$ cat config.mk
export PLATFORM = sky130hd
export DESIGN_NAME = demux_16w_1_to_8_reg
export DESIGN_NICKNAME = d
export VERILOG_FILES = /design/src/rtl/proj_b_pkg.sv /design/src/rtl/demux_lane_reg.sv /design/src/rtl/demux_16w_1_to_8_reg.sv
export SDC_FILE = /design/constraint.sdc
export NUM_CORES = 1
export LEC_CHECK = 0
export ABC_AREA = 1
export BUFFER_PORTS_ARGS = -buffer_cell sky130_fd_sc_hd__buf_2
export CORE_MARGIN = 1.5
export CORE_UTILIZATION = 56
export DETAILED_ROUTE_END_ITERATION = 12
export PLACE_DENSITY = 0.85
export SLEW_MARGIN = 40
export SYNTH_ARGS = -nofsm -noshare
export SYNTH_HDL_FRONTEND = slang
export SYNTH_SLANG_ARGS = --single-unit
$ cat constraint.sdc
create_clock -name Clk -period 10.3 [get_ports Clk]
set_input_delay 1.03 -clock Clk [delete_from_list [all_inputs] [get_ports Clk]]
set_output_delay 1.03 -clock Clk [all_outputs]
set_load 0.01 [all_outputs]
$ cat src/rtl/proj_b_pkg.sv
// Shared definitions for the register-bank write demux and its companion read mux.
package proj_b_pkg;

  localparam int unsigned DEFAULT_WIDTH = 16;
  localparam int unsigned NUM_LANES     = 8;

  typedef enum logic [2:0] {
    LANE_R = 3'd0,
    LANE_S = 3'd1,
    LANE_T = 3'd2,
    LANE_U = 3'd3,
    LANE_V = 3'd4,
    LANE_W = 3'd5,
    LANE_X = 3'd6,
    LANE_Y = 3'd7
  } lane_sel_t;

  function automatic logic [NUM_LANES-1:0] lane_onehot(input lane_sel_t s);
    lane_onehot = NUM_LANES'(1) << s;
  endfunction

endpackage

$ cat src/rtl/demux_lane_reg.sv
// One holding register of the bank: load-enabled storage plus a one-cycle load pulse.
module demux_lane_reg
  import proj_b_pkg::*;
#(
  parameter int unsigned WIDTH = DEFAULT_WIDTH
) (
  input  logic             clk,
  input  logic             rst,
  input  logic             load,
  input  logic [WIDTH-1:0] d,
  output logic [WIDTH-1:0] q,
  output logic             pulse
);

  always_ff @(posedge clk or posedge rst) begin
    if (rst) begin
      q     <= '0;
      pulse <= 1'b0;
    end else begin
      pulse <= load;
      if (load) q <= d;
    end
  end

endmodule

$ cat src/rtl/demux_16w_1_to_8_reg.sv
// Registered 1-to-8 demux: write port of the lane register bank with strobes, valid flags and ack.
module demux_16w_1_to_8_reg
  import proj_b_pkg::*;
#(
  parameter int unsigned WIDTH = DEFAULT_WIDTH
) (
  input  logic                 Clk,
  input  logic                 Reset,
  input  logic [WIDTH-1:0]     D,
  input  logic                 S0,
  input  logic                 S1,
  input  logic                 S2,
  input  logic                 WrEn,
  input  logic                 Bcast,
  input  logic                 ClrValid,
  output logic [WIDTH-1:0]     R,
  output logic [WIDTH-1:0]     S,
  output logic [WIDTH-1:0]     T,
  output logic [WIDTH-1:0]     U,
  output logic [WIDTH-1:0]     V,
  output logic [WIDTH-1:0]     W,
  output logic [WIDTH-1:0]     X,
  output logic [WIDTH-1:0]     Y,
  output logic [NUM_LANES-1:0] Strobe,
  output logic [NUM_LANES-1:0] Valid,
  output logic                 Ack
);

  lane_sel_t            sel;
  logic [NUM_LANES-1:0] wmask;
  logic [WIDTH-1:0]     q [NUM_LANES];

  assign sel = lane_sel_t'({S2, S1, S0});

  // Broadcast overrides the single-lane request; select is ignored then.
  always_comb begin
    wmask = '0;
    if (Bcast)     wmask = '1;
    else if (WrEn) wmask = lane_onehot(sel);
  end

  for (genvar i = 0; i < NUM_LANES; i++) begin : g_lane
    demux_lane_reg #(.WIDTH(WIDTH)) u_lane (
      .clk   (Clk),
      .rst   (Reset),
      .load  (wmask[i]),
      .d     (D),
      .q     (q[i]),
      .pulse (Strobe[i])
    );
  end

  // Clear drops every flag, then this cycle's written lanes are re-set.
  always_ff @(posedge Clk or posedge Reset) begin
    if (Reset) begin
      Valid <= '0;
      Ack   <= 1'b0;
    end else begin
      Valid <= (ClrValid ? '0 : Valid) | wmask;
      Ack   <= |wmask;
    end
  end

  assign R = q[0];
  assign S = q[1];
  assign T = q[2];
  assign U = q[3];
  assign V = q[4];
  assign W = q[5];
  assign X = q[6];
  assign Y = q[7];

endmodule

# Yosys cells after proc, flatten, opt, wreduce, memory -nomap -nowiden
# Index checks and enable logic that the tools add are counted.
# W data, S select, Z words.
# totals
ff_bits,145
elab_cells,24
out_inout_bits,145
# classes
n_bitwise,1
shifts,1
mux,3
n_reduce_logical,1
# ops
cell,count
$mux W8,3
$or A8 B8 Y8,1
$reduce_or A8 Y1,1
$shl A1 B3 Y8 const A,1

# Depth between registers and ports, before layout
# logic_depth
ltp_word,4
depth_mapped,7
depth_no_buf,6

# Cells and area by module
# From an unflattened synthesis, not the netlist that was laid out.
# hier_totals
cells_unflattened,617
area_unflattened_um2,5816.8
# by_module_without_submodules
module,area_each_um2,instances,cells_each,seq_area_each_um2
demux_lane_reg,673.1,8,70,425.4
demux_16w_1_to_8_reg,431.7,1,57,225.2

# Worst setup path before layout
# No wires, ideal clock.
# synth_timing
path_kind,input -> register
startpoint,in WrEn
endpoint,reg g_lane[0].u_lane.q[0]
t_arrival_ps,1673
slack_ps,8510
t_required_ps,10184
path_stages,6
path_cell_list,inv_1 > nor2_4 > nand2_2 > buf_2 > nand3_1 > nand2_1
# synth_between
elab_chain_len,2
# synth_rtl
element,line,text
"start, declared",demux_16w_1_to_8_reg.sv:13,"input logic WrEn,"
$mux W8,demux_16w_1_to_8_reg.sv:39,else if (WrEn) wmask = lane_onehot(sel);
$mux W8,demux_16w_1_to_8_reg.sv:38,if (Bcast) wmask = '1;
"end signal, assigned",demux_lane_reg.sv:17,q <= '0;
"end signal, assigned",demux_lane_reg.sv:21,if (load) q <= d;
"end, declared",demux_lane_reg.sv:11,"output logic [WIDTH-1:0] q,"
# Every way passes these cells.
# A chain may end at the register's enable or synchronous reset.

# Final worst setup path
# layout_timing
startpoint,in Bcast
endpoint,reg g_lane[6].u_lane.q[6]
# layout_between
elab_chain_len,1
# layout_rtl
element,line,text
"start, declared",demux_16w_1_to_8_reg.sv:14,"input logic Bcast,"
$mux W8,demux_16w_1_to_8_reg.sv:38,
"end signal, assigned",demux_lane_reg.sv:17,
"end signal, assigned",demux_lane_reg.sv:21,
"end, declared",demux_lane_reg.sv:11,
# Every way passes these cells.

==> flow_summary.yaml <==
outcome:
  run_status: "finished, final reports clean"
clock_tree:
  insertion_delay_ns: 0.51
  holdBufCountCts: 0
  cts.sink_count: 145
  post_cts_resize_count: 0
  tritoncts: "done"
  cts_buffer_depth: 2
  cts-root-buf: "clkbuf_8"
  htreeDepth: 4
  worst_setup_hold_path_clk_slew_ns: 0.05
  cts_post_setup_buffers_inserted: 0
  tritoncts.num_buffers: 17
drt:
  final_antenna_net_count: 0
  route.vias.total: 5074
  drt-total-wl_um: 16600
  dr.first_iter.drc_count: 501
  drc: 0
  via_per_inst: 5.57
  drt-wirelength-per-cell_um: 18.3
  detailedRoute.firstPassIterationCount: 6
critical_path:
  timing.reg2reg.worst_path_depth: 2
  path_max_fanout: 94
  crit_arrival_ns: 2.75
  timing.critical_path.max_delay_family: "buffers and inverters"
  critical_path.startpoint_type: "input pin"
  critPathKind: "input pin to flip-flop"
  r2r-end: "g_lane[2].u_lane.q[3]$_DFFE_PP0P_"
  worst_path_max_stage_delay_ns: 0.63
  critical_path.n_buffers_inverters: 3
  timing.rr.start: "g_lane[2].u_lane.q[3]$_DFFE_PP0P_"
  timing.critical_path.cells: "buf_2 > inv_4 > buf_6 > nand2_4 > nand2_1 > nand2_1"
  cp.required_ns: 10.70
  register_to_register_setup_slack_ns: 9.57
  critPathSlowestCell: "buf_6"
  crit_path_frequent_cell: "nand2_1"
  crit_path_end_kind: "flip-flop"
synthesis:
  synth.top_cell.area_share: 0.611
  distinct_cells_synth: 15
  syn-num-nets: 655
  synth.area.top_cells: "dfrtp_1, nand2_1, nand3_1"
  yosysWarnings: 0
  netlist_instances: 631
  synth_sequential_area_ratio: 0.611
  post-synth-top-area-cell: "dfrtp_1"
  synth.ff_latch_count: 145
  synth.avg_cell_area_um2: 9.42
  syn_area_um2: 5940
final_layout:
  final_cell_area_um2: 7090
  layout_commonest_cell: "nand2_1"
  layout.filler_cells: 807
  mostFrequentLayoutCells: "nand2_1, buf_2, dfrtp_1"
  final_layout_size_suffix_gt1_frac: 0.283
  n_antenna_cell: 0
  nets: 789
  area_delta_synth_final_pct: 19.3
timing:
  timing_worst_slew_pin_value_ns: 0.754
  sum_neg_setup_slack_ns: 0
  final_max_slew_viol_count: 0
  whs_ns: 0.494
  slew-limit-headroom: 0.497
  fmaxAchievable_mhz: 425
  grt_setup_unrepaired: "no"
  fin_worst_skew_ns: 0
  timing.final.ws_setup_ns: 7.94
  hold_viol: 0
  fin_crit_ns: 2.36
  layout_worst_path_cycle_share: 0.229
  setup-violations-final: 0
power_and_ir_drop:
  pwr_density_cell_nw_per_um2: 200
  seqPwrFrac: 0.464
  internal-power_mw: 1.04
  leakagePower_nw: 3.98
  vdd_ir_drop_max_mv: 0.0939
  power_frac_comb: 0.141
  total_switching_power_uw: 379
  pwr-share-clk: 0.395
  swShare: 0.268
global_routing:
  largest_net_degree_at_the_start_of_global_routing: 95
  global_route_congestion_overflow_total: 0
  grt_pass1_vias: 4814
  initial_antenna_violation_count: 1
  grtUsageTotal: 0.308
  grt_pass1_wl_um: 25700
floorplan:
  die-height_um: 106
  floorplan.core_area_um2: 10300
  row_count: 37
  pin_count: 169
  fp.dieArea_um2: 11200
  start_util: 0.576
  die_width_um: 106
placement:
  place_hpwl_um: 10800
  gp_congestion: 0.827
  placed_standard_cell_area_um2: 6560
  detailedPlace.worstSlack_ns: 7.51
  place.port_buffers: 168
hold_path:
  timing.hold.worst.start: "Valid[7]$_DFF_PP0_"
  holdCritPathClass: "flip-flop to flip-flop"
  hold_end: "Valid[7]$_DFF_PP0_"
  hold_depth: 2
flow_run:
  max_cap_violations: 0
==> worst max-delay path by stage <==
stage,start,to,slack (ns),cells after the start
3_3_place_gp,Bcast,g_lane[6].u_lane.q[0]$_DFFE_PP0P_,7.32,6
5_1_grt,Bcast,g_lane[6].u_lane.q[6]$_DFFE_PP0P_,7.88,6
6_report,Bcast,g_lane[6].u_lane.q[6]$_DFFE_PP0P_,7.94,6
4_1_cts,Bcast,g_lane[2].u_lane.q[3]$_DFFE_PP0P_,8.03,6
2_1_floorplan,Reset,Ack$_DFF_PP0_,5.38,1
3_5_place_dp,Bcast,g_lane[6].u_lane.q[6]$_DFFE_PP0P_,7.51,6
==> cells in the mapped netlist (all sizes together) <==
library cell	number
dfrtp	145
nand2	283
nand3	136
nor2	4
inv	8
buf	55
==> state kept, by name, indices dropped and copies added, names as in the netlist <==
name and count:
Valid 8, g_lane.u_lane.q 128, Ack 1, g_lane.u_lane.pulse 8
==> cell families after synthesis <==
logic type | Yosys count | synth area share
buf+inv | 63 | 0.0764
flops | 145 | 0.611
simple gates | 423 | 0.313
==> metrics by stage <==
| step | cells | power (mW) | utilization |
|---|---|---|---|
| after floorplan | 631 | 0.784 | - |
| after global placement | 882 | 0.856 | 0.635 |
| after detailed placement | 882 | 0.864 | 0.635 |
| after CTS | 911 | 1.42 | 0.687 |
| after global routing | 911 | 1.47 | 0.687 |
| final | 911 | 1.42 | 0.687 |
==> per-layer routing <==
layer / vias to the layer above / track usage / wire, um
met1: 2444 / 0.406 / 6540
met3: 56 / 0.0828 / 1590
met4: 2 / 0.144 / 512
li1: 2264 / - / -
met5: - / 0 / 10
met2: 308 / 0.477 / 7980
==> worst reg2reg max path, delay by kind of cell, from the launching register on <==
family        cells  cell delay [ns]
simple gates      2             0.21
flops             1             0.40
==> power groups by stage <==
| stage | Clock [mW] | Sequential [mW] | Combinational [mW] |
|---|---|---|---|
| 3_5_place_dp | 0 | 0.665 | 0.199 |
| 3_3_place_gp | 0 | 0.664 | 0.193 |
| 2_1_floorplan | 0 | 0.685 | 0.0986 |
| 5_1_grt | 0.589 | 0.662 | 0.220 |
| 4_1_cts | 0.563 | 0.656 | 0.201 |
| 6_report | 0.559 | 0.657 | 0.200 |
==> area by class of cell <==
class	instances	area (um2)	share of cell area
multi-input cells	423	1860	0.262
flip-flops and latches	145	3630	0.512
repair buffers	170	863	0.122
well taps	136	170	0.0240
inverters	8	37.5	0.00529
clock buffers	21	439	0.0619
clock inverters	8	90.1	0.0127
No activity file was read; power rests on OpenSTA's default activity.
